### src/rtl/dft_lbist_chains_pkg.sv
// -----------------------------------------------------------------------------
// dft_pkg
// Shared definitions for the LBIST scan-chain block:
//   SIG_W          width of the PRPG/MISR registers and of the signature port
//   LFSR_TAPS      tap mask of x^16+x^14+x^13+x^11+1 (register bits 15,13,12,10)
//   lbist_state_e  LBIST controller states
// -----------------------------------------------------------------------------
package dft_pkg;

  localparam int SIG_W = 16;

  localparam logic [SIG_W-1:0] LFSR_TAPS = 16'hB400;

  typedef enum logic [2:0] {
    ST_IDLE,
    ST_SHIFT,
    ST_CAPTURE,
    ST_UNLOAD,
    ST_COMPARE,
    ST_DONE
  } lbist_state_e;

endpackage

### src/rtl/dft_lbist_chains_misr16.sv
// -----------------------------------------------------------------------------
// dft_misr16
// 16-bit Fibonacci shift register.
// It is used both as the pattern generator (PRPG, data_in tied to zero) and as
// the signature register (MISR). It shifts toward the MSB, and the XOR of the
// tapped bits feeds bit 0.
// Ports:
//   clk, rst_n  clock, asynchronous active-low reset (register resets to SEED)
//   en          advance one step, XOR-ing data_in into the new value
//   load        reload SEED (has priority over en)
//   data_in     parallel data compressed into the register
//   value_o     current register contents
// -----------------------------------------------------------------------------
module dft_misr16
  import dft_pkg::*;
#(
  parameter logic [SIG_W-1:0] SEED = '0
) (
  input  logic             clk,
  input  logic             rst_n,
  input  logic             en,
  input  logic             load,
  input  logic [SIG_W-1:0] data_in,
  output logic [SIG_W-1:0] value_o
);

  logic [SIG_W-1:0] reg_q;
  logic [SIG_W-1:0] reg_d;
  logic             fb;

  always_comb begin
    fb    = ^(reg_q & LFSR_TAPS);
    reg_d = reg_q;
    if (load) begin
      reg_d = SEED;
    end else if (en) begin
      reg_d = {reg_q[SIG_W-2:0], fb} ^ data_in;
    end
  end

  always_ff @(posedge clk or negedge rst_n) begin
    if (!rst_n) begin
      reg_q <= SEED;
    end else begin
      reg_q <= reg_d;
    end
  end

  assign value_o = reg_q;

endmodule

### src/rtl/dft_lbist_chains.sv
// -----------------------------------------------------------------------------
// dft_lbist_chains
// The block has NUM_CHAINS scan chains of CHAIN_LEN flops each. It also has an
// optional logic-BIST controller, which is built only when the macro
// DFT_LBIST_EN is defined.
// Functional mode: each chain counts up by one per cycle (modulo 2^CHAIN_LEN).
// Scan mode:       scan_en shifts scan_in[i] into the LSB of chain i.
// LBIST run: the run executes PATTERNS times SHIFT (CHAIN_LEN cycles) followed
// by CAPTURE. It then does UNLOAD (CHAIN_LEN cycles) and COMPARE, and ends in
// DONE. During shifting the PRPG feeds the chains, and the MISR compresses
// scan_out.
// Ports:
//   clk, rst_n   clock, asynchronous active-low reset
//   scan_en      scan shift enable. It has highest priority and aborts a run.
//   scan_in      serial input per chain
//   scan_out     MSB of each chain
//   bist_start   starts a run (from IDLE or DONE, when scan_en is low)
//   bist_busy    run in progress
//   bist_done    sticky completion flag
//   bist_fail    sticky signature-mismatch flag, valid with bist_done
//   signature    current MISR contents
// When DFT_LBIST_EN is undefined, the controller is absent. In that build,
// bist_done reads 1, bist_busy/bist_fail read 0 and signature reads 0.
// -----------------------------------------------------------------------------
module dft_lbist_chains
  import dft_pkg::*;
#(
  parameter int               NUM_CHAINS = 4,
  parameter int               CHAIN_LEN  = 4,
  parameter int               PATTERNS   = 8,
  parameter logic [SIG_W-1:0] LFSR_SEED  = 16'hACE1,
  parameter logic [SIG_W-1:0] GOLDEN_SIG = 16'h0000
) (
  input  logic                  clk,
  input  logic                  rst_n,
  input  logic                  scan_en,
  input  logic [NUM_CHAINS-1:0] scan_in,
  output logic [NUM_CHAINS-1:0] scan_out,
  input  logic                  bist_start,
  output logic                  bist_busy,
  output logic                  bist_done,
  output logic                  bist_fail,
  output logic [SIG_W-1:0]      signature
);

  logic [CHAIN_LEN-1:0]  chain_q [NUM_CHAINS];
  logic [CHAIN_LEN-1:0]  chain_d [NUM_CHAINS];
  logic [NUM_CHAINS-1:0] chain_src;   // serial bit entering each chain
  logic                  shift_mode;
  logic                  func_mode;

`ifdef DFT_LBIST_EN
  localparam int SCW = $clog2(CHAIN_LEN + 1);
  localparam int PW  = $clog2(PATTERNS + 1);

  lbist_state_e     state_q, state_d;
  logic [SCW-1:0]   sh_cnt_q, sh_cnt_d;
  logic [PW-1:0]    pat_cnt_q, pat_cnt_d;
  logic             done_q, done_d;
  logic             fail_q, fail_d;
  logic             run_start;
  logic             lbist_shift;
  logic [SIG_W-1:0] prpg_val;
  logic [SIG_W-1:0] misr_val;

  dft_misr16 #(.SEED(LFSR_SEED)) u_prpg (
    .clk     (clk),
    .rst_n   (rst_n),
    .en      (lbist_shift),
    .load    (run_start),
    .data_in ('0),
    .value_o (prpg_val)
  );

  dft_misr16 #(.SEED('0)) u_misr (
    .clk     (clk),
    .rst_n   (rst_n),
    .en      (lbist_shift),
    .load    (run_start),
    .data_in (SIG_W'(scan_out)),
    .value_o (misr_val)
  );

  always_comb begin
    state_d     = state_q;
    sh_cnt_d    = sh_cnt_q;
    pat_cnt_d   = pat_cnt_q;
    done_d      = done_q;
    fail_d      = fail_q;
    run_start   = 1'b0;
    lbist_shift = 1'b0;
    if (scan_en) begin
      // External scan takes the chains over; an active run is abandoned.
      if (bist_busy) begin
        state_d = ST_IDLE;
        done_d  = 1'b0;
        fail_d  = 1'b0;
      end
    end else begin
      unique case (state_q)
        ST_IDLE, ST_DONE: begin
          if (bist_start) begin
            state_d   = ST_SHIFT;
            run_start = 1'b1;
            sh_cnt_d  = '0;
            pat_cnt_d = '0;
            done_d    = 1'b0;
            fail_d    = 1'b0;
          end
        end
        ST_SHIFT, ST_UNLOAD: begin
          lbist_shift = 1'b1;
          if (sh_cnt_q == SCW'(CHAIN_LEN - 1)) begin
            sh_cnt_d = '0;
            state_d  = (state_q == ST_SHIFT) ? ST_CAPTURE : ST_COMPARE;
          end else begin
            sh_cnt_d = sh_cnt_q + SCW'(1);
          end
        end
        ST_CAPTURE: begin
          pat_cnt_d = pat_cnt_q + PW'(1);
          state_d   = (pat_cnt_q == PW'(PATTERNS - 1)) ? ST_UNLOAD : ST_SHIFT;
        end
        ST_COMPARE: begin
          done_d  = 1'b1;
          fail_d  = (misr_val != GOLDEN_SIG);
          state_d = ST_DONE;
        end
        default: state_d = ST_IDLE;
      endcase
    end
  end

  always_ff @(posedge clk or negedge rst_n) begin
    if (!rst_n) begin
      state_q   <= ST_IDLE;
      sh_cnt_q  <= '0;
      pat_cnt_q <= '0;
      done_q    <= 1'b0;
      fail_q    <= 1'b0;
    end else begin
      state_q   <= state_d;
      sh_cnt_q  <= sh_cnt_d;
      pat_cnt_q <= pat_cnt_d;
      done_q    <= done_d;
      fail_q    <= fail_d;
    end
  end

  assign shift_mode = scan_en | lbist_shift;
  assign func_mode  = ~scan_en & ((state_q == ST_IDLE) | (state_q == ST_DONE) |
                                  (state_q == ST_CAPTURE));
  assign chain_src  = scan_en ? scan_in : prpg_val[NUM_CHAINS-1:0];
  assign bist_busy  = (state_q == ST_SHIFT) | (state_q == ST_CAPTURE) |
                      (state_q == ST_UNLOAD) | (state_q == ST_COMPARE);
  assign bist_done  = done_q;
  assign bist_fail  = fail_q;
  assign signature  = misr_val;
`else
  localparam int unused_params = int'(LFSR_SEED ^ GOLDEN_SIG) + PATTERNS;
  logic unused_start;

  assign unused_start = bist_start;
  assign shift_mode   = scan_en;
  assign func_mode    = ~scan_en;
  assign chain_src    = scan_in;
  assign bist_busy    = 1'b0;
  assign bist_done    = 1'b1;
  assign bist_fail    = 1'b0;
  assign signature    = '0;
`endif

  always_comb begin
    for (int i = 0; i < NUM_CHAINS; i++) begin
      chain_d[i] = chain_q[i];
      if (shift_mode) begin
        chain_d[i] = {chain_q[i][CHAIN_LEN-2:0], chain_src[i]};
      end else if (func_mode) begin
        chain_d[i] = chain_q[i] + CHAIN_LEN'(1);
      end
    end
  end

  always_comb begin
    for (int i = 0; i < NUM_CHAINS; i++) begin
      scan_out[i] = chain_q[i][CHAIN_LEN-1];
    end
  end

  always_ff @(posedge clk or negedge rst_n) begin
    if (!rst_n) begin
      for (int i = 0; i < NUM_CHAINS; i++) begin
        chain_q[i] <= '0;
      end
    end else begin
      for (int i = 0; i < NUM_CHAINS; i++) begin
        chain_q[i] <= chain_d[i];
      end
    end
  end

endmodule

### config.mk
export PLATFORM = sky130hd
export DESIGN_NAME = dft_lbist_chains
export DESIGN_NICKNAME = d
export VERILOG_FILES = /design/src/rtl/dft_lbist_chains_pkg.sv /design/src/rtl/dft_lbist_chains_misr16.sv /design/src/rtl/dft_lbist_chains.sv
export SDC_FILE = /design/constraint.sdc
export NUM_CORES = 1
export LEC_CHECK = 0
export CAP_MARGIN = 20
export CORE_MARGIN = 2
export CORE_UTILIZATION = 42
export CTS_CLUSTER_DIAMETER = 200
export DETAILED_ROUTE_END_ITERATION = 6
export GPL_ROUTABILITY_DRIVEN = 1
export PLACE_DENSITY = 0.74
export SETUP_SLACK_MARGIN = 0.1
export SYNTH_ARGS = -nofsm -noshare
export SYNTH_HDL_FRONTEND = slang
export SYNTH_SLANG_ARGS = --single-unit
### constraint.sdc
create_clock -name clk -period 3.4 [get_ports clk]
set_input_delay 0.68 -clock clk [delete_from_list [all_inputs] [get_ports clk]]
set_output_delay 0.68 -clock clk [all_outputs]
set_load 0.03 [all_outputs]
==> reports/metrics.cfg, run 1 <==
[grt]
grt_pass1_vias = 484
grt_pass1_wl_mm = 2.08
grt_usage = 0.107
grt_max_degree = 24
gr-total-overflow = 0
antenna_found_initial = 0

[run_status]
run_status = finished, final reports clean

[pwr]
p_int_uw = 407
p_comb_frac = 0.345
sw_frac_of_total = 0.367
power_leakage_uw = 0.000451
clkPwrFrac = 0.194
p_seq_frac = 0.461
powerDensity_mw_per_mm2 = 657
p_switching_uw = 236
peakVddDrop_uv = 288

[final_layout]
final_common_cell = conb_1
fin_util = 0.455
multiInputGateArea_um2 = 400
area_growth_pct = 4.69
final-seq-area_um2 = 400
drive_gt1_frac = 0.133
n_antenna_cell = 0
layout_common_cells = 19 x conb_1, 16 x dfrtp_1, 10 x clkdlybuf4s50_1
nNetsFinal = 111
fillers = 210

[min_path]
min_path_type = reg -> reg
min_path_cells = 1

[cts]
clk_pin_slew_worst_paths_ps = 90
postCtsSetupBuffers = 0
cts_sinks = 16
cts_buffers = 3
holdBufCountCts = 0
cts_resized = 0
cts_buffer_depth = 2
htree_levels = 1
cts_tree = done
cts-root-buf = clkbuf_4
clk_latency_ps = 280

[setup_path]
cp_top_family = buffers and inverters
cp_slowest_cell = clkdlybuf4s50_1
cp-startpoint = scan_out[3]
worst-path-buf-inv = 1
cp_cell_sequence = clkdlybuf4s50_1
cp.required_ps = 2720
crit_path_end = scan_out[3]
r2r-start = chain_q[4]
arrival_ps = 1400
end_kind = primary output
r2r_cells = 2
r2r_setup_slack_ps = 2280
cp_max_fo = 4
cpPeakStageDelay_ps = 700
path_class = reg -> out
cp.depth = 1
startpoint_type = flop
r2r_end = chain_q[5]

[floorplanning]
die_area_mm2 = 0.00262
rows = 17
coreArea_mm2 = 0.00215
num_io_pins = 31
die_h_um = 51.2
start_util = 0.435
die_w_um = 51.2

[sta]
clock.fmax_mhz = 481
timing.final.hold_violations = 0
tns_ps = 0
setup_ws_ps = 1320
slew_violations = 0
finalCritPeriodShare = 0.611
grt_setup_unrepaired = no
worst_slew_pin_slew_ps = 806
setup_viol = 0
period_needed_ps = 2080
slew-limit-headroom = 0.461
clock_skew_ps = 1.51

[routing]
drt_iter0_markers = 1
wl_mm = 1.25
wl_per_cell_um = 9.94
vias_per_cell = 4.37
drc = 0
num_vias = 550
first_pass_iters = 2
ant_nets = 0

[placement]
dpl.hpwl_um = 877
numPortBuffers = 10
gp_congestion = 0.696
dp_slack_ps = 1160

[logic_synthesis]
synth_cell_types = 16
synth-seq-cells = 16
synth_area_per_cell_um2 = 10.2
ys_seq_area_frac = 0.428
synth_cells = 92
synthesis.area_um2 = 935
synth_warnings = 0

[job]
drv_cap = 0

[layer usage]
| layer | global-route usage | part of all wire |
|---|---|---|
| met4 | 0.0541 | 0 |
| met2 | 0.158 | 0.44 |
| met5 | 0 | 0 |
| met3 | 0.0263 | 0.044 |
| met1 | 0.144 | 0.51 |
[through the flow]
stage                     hold WS (ps)  area [um^2]  total power [uW]  cells
after detailed placement           523          942               524    122
after floorplan                    384          998               499    109
after global placement             511          942               515    122
after global routing               560          978               687    126
final                              535          978               643    126
after CTS                          539          978               652    126
[kinds of logic (layout without fill, tap and decap cells)]
family | count (synthesis) | after routing | synth area share
buffers and inverters | 26 | 15 | 0.212
AOI/OAI and AO/OA | 20 | 20 | 0.134
DFF | 16 | 16 | 0.428
and+or+nand+nor | 16 | 16 | 0.0750
adders and majority gates | 4 | 4 | 0.0535
xor gates and xnor gates | 4 | 4 | 0.0375
muxes | 4 | 4 | 0.0522
other | 2 | 19 | 0.00804
[area by class of cell]
type / instances / area share
inverter: 1 / 0.00639
clock buffer: 4 / 0.0371
tap: 28 / 0.0358
sequential: 16 / 0.409
multi-input combinational: 67 / 0.409
timing repair buffer: 10 / 0.102
[sequential cells by signal, indices dropped and copies added (netlist names)]
name and count:
chain_q 12, scan_out 4
[worst min path at each step]
stage / startpoint / endpoint / slack, ps
3_5_place_dp: chain_q[0] / chain_q[0] / 520
4_1_cts: chain_q[0] / chain_q[0] / 540
5_1_grt: chain_q[8] / chain_q[8] / 560
3_3_place_gp: chain_q[8] / chain_q[8] / 510
2_1_floorplan: rst_n / chain_q[0] / 380
6_report: chain_q[0] / chain_q[0] / 540
[synth_stat cells]
cell type	count	area [um^2]
mux2_2	3	33.8
nand4_1	4	25.0
a21oi_2	4	35.0
nor2_1	5	18.8
buf_6	1	11.3
ha_1	4	50.1
inv_4	1	6.26
xnor2_1	4	35.0
a21o_1	4	30.0
buf_4	24	180
conb_1	2	7.51
o21ai_0	7	35.0
mux2_4	1	15.0
nand2_1	7	26.3
dfrtp_1	16	400
a21oi_1	5	25.0
[power by group through the flow]
stage               combinational (uW)  clock [uW]  sequential (uW)
global placement                   218           0              297
global route                       245         137              306
detailed placement                 224           0              300
finish                             222         124              296
floorplan                          211           0              288
CTS                                224         130              297
No activity file was read; power rests on OpenSTA's default activity.
==> run 2, diff against run 1 <==
clock period = 1.95 ns   (was 3.4 ns; I/O delays follow)
==> run 2 against run 1 <==
Clock power is 79% higher. Utilization is 1.2 points higher. Sequential share of layout area is 1.0 points lower. Sequential power is 75% higher. Clock-buffer cell count stayed put. Cell area is 2.6% higher. Via count is 1.8% higher. Hold slack worse by 140 ps. Die area stayed put. Sequential cell count stayed put. Non-clock buffer count is 2 higher. Register-to-register slack worse by 1400 ps. Highest routed layer is now met4.
==> reports/metrics.cfg, run 2 (same netlist as run 1, synthesis figures left out) <==
[run_status]
run_status = finished, final reports clean  ; unchanged

[final_layout]
multiInputGateArea_um2 = 400  ; unchanged
n_antenna_cell = 0  ; unchanged
fillers = 206  ; was 210
layout_common_cells = 19 x conb_1, 16 x dfrtp_1, 7 x nand2_1, 7 x o21ai_0, 6 x clkdlybuf4s50_1  ; was 19 x conb_1, 16 x dfrtp_1, 10 x clkdlybuf4s50_1
nNetsFinal = 113  ; was 111
final_common_cell = conb_1  ; unchanged
area_growth_pct = 7.36  ; was 4.69%
largest-register = chain_q  ; unchanged
final-seq-area_um2 = 400  ; unchanged
post-route-cell-area_mm2 = 0.00100  ; was 978 um^2
drive_gt1_frac = 0.150  ; was 0.133
largest_register_ff_count = 12  ; unchanged

[setup_path]
end_kind = primary output  ; unchanged
path_class = reg -> out  ; unchanged
cpPeakStageDelay_ps = 420  ; was 700 ps
cp_slowest_cell = dfrtp_1  ; was clkdlybuf4s50_1
cp_top_family = flip-flops  ; was buffers and inverters
cp_cell_sequence = dlymetal6s2s_1  ; was clkdlybuf4s50_1
cp.depth = 1  ; unchanged
crit_path_end = scan_out[2]  ; was scan_out[3]
r2r_setup_slack_ps = 850  ; was 2280 ps
worst-path-buf-inv = 1  ; unchanged
cp-startpoint = scan_out[2]  ; was scan_out[3]
startpoint_type = flop  ; unchanged
arrival_ps = 1030  ; was 1400 ps
cp_max_fo = 4  ; unchanged
r2r_cells = 2  ; unchanged
r2r_end = chain_q[5]  ; unchanged
cp.required_ps = 1560  ; was 2720 ps
r2r-start = chain_q[4]  ; unchanged

[sta]
timing.final.hold_violations = 0  ; unchanged
period_needed_ps = 1420
clock_skew_ps = 5.72  ; was 1.51 ps
setup_viol = 0  ; unchanged
grt_setup_unrepaired = no  ; unchanged
finalCritPeriodShare = 0.729
clock.fmax_mhz = 704
slew_violations = 0  ; unchanged
tns_ps = 0  ; unchanged

[cts]
cts_tree = done  ; unchanged
cts-root-buf = clkbuf_4  ; unchanged
holdBufCountCts = 0  ; unchanged
clk_latency_ps = 300  ; was 280 ps
htree_levels = 1  ; unchanged
cts_sinks = 16  ; unchanged
cts_buffer_depth = 2  ; unchanged
cts_buffers = 3  ; unchanged
clk_pin_slew_worst_paths_ps = 100  ; was 90 ps

[routing]
vias_per_cell = 4.38  ; was 4.37
ant_nets = 0  ; unchanged
first_pass_iters = 4  ; was 2
wl_per_cell_um = 10.4  ; was 9.94 um
wl_mm = 1.33  ; was 1.25 mm
num_vias = 560  ; was 550
drc = 0  ; unchanged
drt_iter0_markers = 2  ; was 1

[floorplanning]
num_io_pins = 31  ; unchanged
die_w_um = 51.2  ; unchanged
die_h_um = 51.2  ; unchanged
start_util = 0.435  ; unchanged
rows = 17  ; unchanged
coreArea_mm2 = 0.00215  ; unchanged
die_area_mm2 = 0.00262  ; unchanged

[placement]
dpl.hpwl_um = 961  ; was 877 um
placed_cell_area_um2 = 957  ; was 942 um^2
numPortBuffers = 10  ; unchanged
gp_congestion = 0.721  ; was 0.696

[pwr]
power_leakage_uw = 0.000505  ; was 0.000451 uW
powerDensity_mw_per_mm2 = 1130  ; was 657 mW/mm^2
peakVddDrop_uv = 392  ; was 288 uV

[job]
drv_cap = 0  ; unchanged

[min_path]
min_path_type = in -> async  ; was reg -> reg

[grt]
antenna_found_initial = 0  ; unchanged
grt_max_degree = 24  ; unchanged
gr-total-overflow = 0  ; unchanged
grt_pass1_vias = 507  ; was 484
grt_usage = 0.122  ; was 0.107
grt_pass1_wl_mm = 2.28  ; was 2.08 mm

[run 2: changes by cell type in the layout (fill, tap and decap cells not counted)]
| cell | delta |
|---|---|
| dlymetal6s2s_1 | +4 |
| clkdlybuf4s50_1 | -4 |
| buf_4 | +2 |
[run 2: final cells by class]
cell class,count,area share
Sequential cell,16,0.399
Tap cell,28,0.0349
Clock buffer,4,0.0362
Inverter,1,0.00623
Timing Repair Buffer,12,0.125
Multi-Input combinational cell,67,0.399
[run 2: timing repair]
action | 4_1_cts | 5_1_grt
gates resized for setup | 0 | 4
setup endpoints to repair | 0 | 4
setup buffers | 0 | 0
[run 2: routing by layer]
layer | global-route usage | part of all wire | vias up
li1 | - | - | 285
met1 | 0.150 | 0.44 | 255
met2 | 0.180 | 0.48 | 17
met3 | 0.0439 | 0.059 | 3
met4 | 0.0811 | 0.023 | 0
met5 | 0 | 0 | -
[run 2: how the worst min path moves through the flow]
stage | endpoint | start | cells past startpoint | slack [ps]
5_1_grt | scan_out[3] | rst_n | 2 | 410
3_3_place_gp | chain_q[8] | chain_q[8] | 1 | 510
2_1_floorplan | chain_q[0] | rst_n | 0 | 90
3_5_place_dp | chain_q[8] | chain_q[8] | 1 | 520
4_1_cts | chain_q[6] | rst_n | 2 | 390
6_report | chain_q[5] | rst_n | 2 | 400
[run 2: stage by stage]
stage          cells  power [uW]   util  hold slack [ps]  worst slack (ps)
6_report         128        1130  0.467              397               529
5_1_grt          128        1210  0.467              407               471
4_1_cts          128        1150  0.462              393               131
3_5_place_dp     124         923  0.446              522               373
3_3_place_gp     124         902  0.446              512               376
2_1_floorplan    109         870      -             94.4               896
[run 2: report_power, final]
part | internal (uW) | leakage [uW] | total, uW | switching (uW)
Sequential | 417 | 0.000191 | 517 | 99.9
Combinational | 177 | 0.000293 | 391 | 214
Clock | 114 | 0.0000210 | 222 | 108
==> run 3, diff against run 2 <==
CORE_UTILIZATION = 40   (was 42)
clock period = 1.3 ns   (was 1.95 ns; I/O delays follow)
==> run 3 against run 2 <==
Register-to-register slack lost 660 ps. Sequential cell count unchanged. Via count grew 6.3%. Final cell count rose by 3.9%.
==> reports/metrics.cfg, run 3 (same netlist as run 1, synthesis figures left out) <==
[placement]
dp_slack_ps = -58.9  ; was 373 ps
numPortBuffers = 10  ; unchanged
gp_congestion = 0.702  ; was 0.721
dpl.hpwl_mm = 1.05  ; was 961 um

[pwr]
p_int_uw = 1080  ; was 708 uW
p_seq_frac = 0.440  ; was 0.457
power_leakage_uw = 0.000490  ; was 0.000505 uW
p_switching_uw = 642  ; was 422 uW
clkPwrFrac = 0.192  ; was 0.197
design_power_total_uw = 1730  ; was 1130 uW
sw_frac_of_total = 0.372  ; was 0.374
peakVddDrop_uv = 865  ; was 392 uV
p_comb_frac = 0.368  ; was 0.346
powerDensity_mw_per_mm2 = 1690  ; was 1130 mW/mm^2

[setup_path]
cp-startpoint = scan_out[1]  ; was scan_out[2]
cp.depth = 1  ; unchanged
cp_max_fo = 4  ; unchanged
worst-path-buf-inv = 1  ; unchanged
cp_cell_sequence = buf_4  ; was dlymetal6s2s_1
cp_slowest_cell = dfrtp_1  ; unchanged
cpPeakStageDelay_ps = 430  ; was 420 ps
cp.required_ps = 1040  ; was 1560 ps
cp_top_family = flip-flops  ; unchanged
arrival_ps = 900  ; was 1030 ps
r2r_cells = 2  ; unchanged
r2r-start = chain_q[4]  ; unchanged
startpoint_type = flop  ; unchanged
path_class = reg -> out  ; unchanged
end_kind = primary output  ; unchanged
r2r_setup_slack_ps = 190  ; was 850 ps

[floorplanning]
coreArea_mm2 = 0.00221  ; was 0.00215 mm^2
start_util = 0.423  ; was 0.435
die_area_mm2 = 0.00274  ; was 0.00262 mm^2
die_w_um = 52.3  ; was 51.2 um
rows = 17  ; unchanged
num_io_pins = 31  ; unchanged
die_h_um = 52.3  ; was 51.2 um

[sta]
clock.fmax_mhz = 865
tns_ps = 0  ; unchanged
setup_ws_ps = 143  ; was 529 ps
slew_violations = 0  ; unchanged
timing.final.hold_violations = 0  ; unchanged
clock_skew_ps = 7.86  ; was 5.72 ps
setup_viol = 0  ; unchanged
grt_setup_unrepaired = no  ; unchanged
hold_slack_ps = 273  ; was 397 ps
period_needed_ps = 1160
finalCritPeriodShare = 0.890

[routing]
drt_iter0_markers = 7  ; was 2
num_vias = 595  ; was 560
first_pass_iters = 2  ; was 4
ant_nets = 0  ; unchanged
vias_per_cell = 4.47  ; was 4.38
wl_per_cell_um = 10.5  ; was 10.4 um
drc = 0  ; unchanged
wl_mm = 1.40  ; was 1.33 mm

[final_layout]
layout_common_cells = 19 x conb_1, 16 x dfrtp_1, 11 x buf_4  ; was 19 x conb_1, 16 x dfrtp_1, 7 x nand2_1, 7 x o21ai_0, 6 x clkdlybuf4s50_1
final-seq-area_um2 = 400  ; unchanged
fin_util = 0.462  ; was 0.467
fillers = 221  ; was 206
nNetsFinal = 118  ; was 113
n_antenna_cell = 0  ; unchanged
largest_register_ff_count = 12  ; unchanged
area_growth_pct = 9.24  ; was 7.36%
drive_gt1_frac = 0.229  ; was 0.150
multiInputGateArea_um2 = 400  ; unchanged
largest-register = chain_q  ; unchanged
final_common_cell = conb_1  ; unchanged

[cts]
cts_buffers = 3  ; unchanged
cts_buffer_depth = 2  ; unchanged
clk_latency_ps = 290  ; was 300 ps
cts_tree = done  ; unchanged
clk_pin_slew_worst_paths_ps = 100  ; about the same
cts_sinks = 16  ; unchanged
htree_levels = 1  ; unchanged
cts-root-buf = clkbuf_4  ; unchanged
holdBufCountCts = 0  ; unchanged
cts_resized = 0  ; unchanged

[grt]
busiest_layer = met2  ; unchanged
grt_max_degree = 17  ; was 24
met1_usage = 0.154  ; was 0.150
grt_pass1_vias = 529  ; was 507
gr-usage-met2 = 0.179  ; was 0.180
grt_util_met3 = 0.0257  ; was 0.0439
antenna_found_initial = 0  ; unchanged
grt_pass1_wl_mm = 2.30  ; was 2.28 mm
gr-total-overflow = 0  ; unchanged
grt_usage = 0.114  ; was 0.122

[run_status]
run_status = finished, final reports clean  ; unchanged

[min_path]
min_path_type = in -> async  ; unchanged

[job]
drv_cap = 0  ; unchanged

==> run 3: cell types whose count changed in the layout (fill, tap and decap cells not counted), sizes merged <==
| cell | before | now |
|---|---|---|
| dlymetal6s2s | 4 | 0 |
| buf | 2 | 11 |
==> run 3: final timing paths <==
check                                    to
worst max register to register   chain_q[5]
worst min register to register   chain_q[8]
worst min-delay path            chain_q[12]
worst max-delay path            scan_out[1]
max in group asynchronous       scan_out[1]
min in group clk                 chain_q[0]
==> run 3: per-stage QoR <==
step | cells | instance area [um^2]
2_1_floorplan | 109 | 998
3_3_place_gp | 127 | 970
3_5_place_dp | 127 | 970
4_1_cts | 131 | 1010
5_1_grt | 133 | 1020
6_report | 133 | 1020
==> run 3: cell type report <==
class                      count  share of cell area
tap                           28              0.0343
inverter                       1             0.00613
multi-input combinational     67               0.392
timing repair buffer          17               0.140
clock buffer                   4              0.0355
sequential                    16               0.392
==> run 3: repair_timing <==
item / CTS / global route
endpoints found under the setup margin: 0 / 2
hold endpoints to repair: 0 / 0
setup buffers: 0 / 2
==> run 3: power groups by stage <==
stage | logic, uW | registers (uW) | clock network (uW)
2_1_floorplan | 551 | 754 | 0
3_3_place_gp | 562 | 778 | 0
3_5_place_dp | 582 | 787 | 0
4_1_cts | 585 | 778 | 338
5_1_grt | 704 | 779 | 358
6_report | 636 | 759 | 331
==> run 3: per-layer routing <==
metal	wire length (um)	vias up
li1	-	294
met1	591	284
met2	724	15
met3	66	2
met4	17	0
met5	0	-
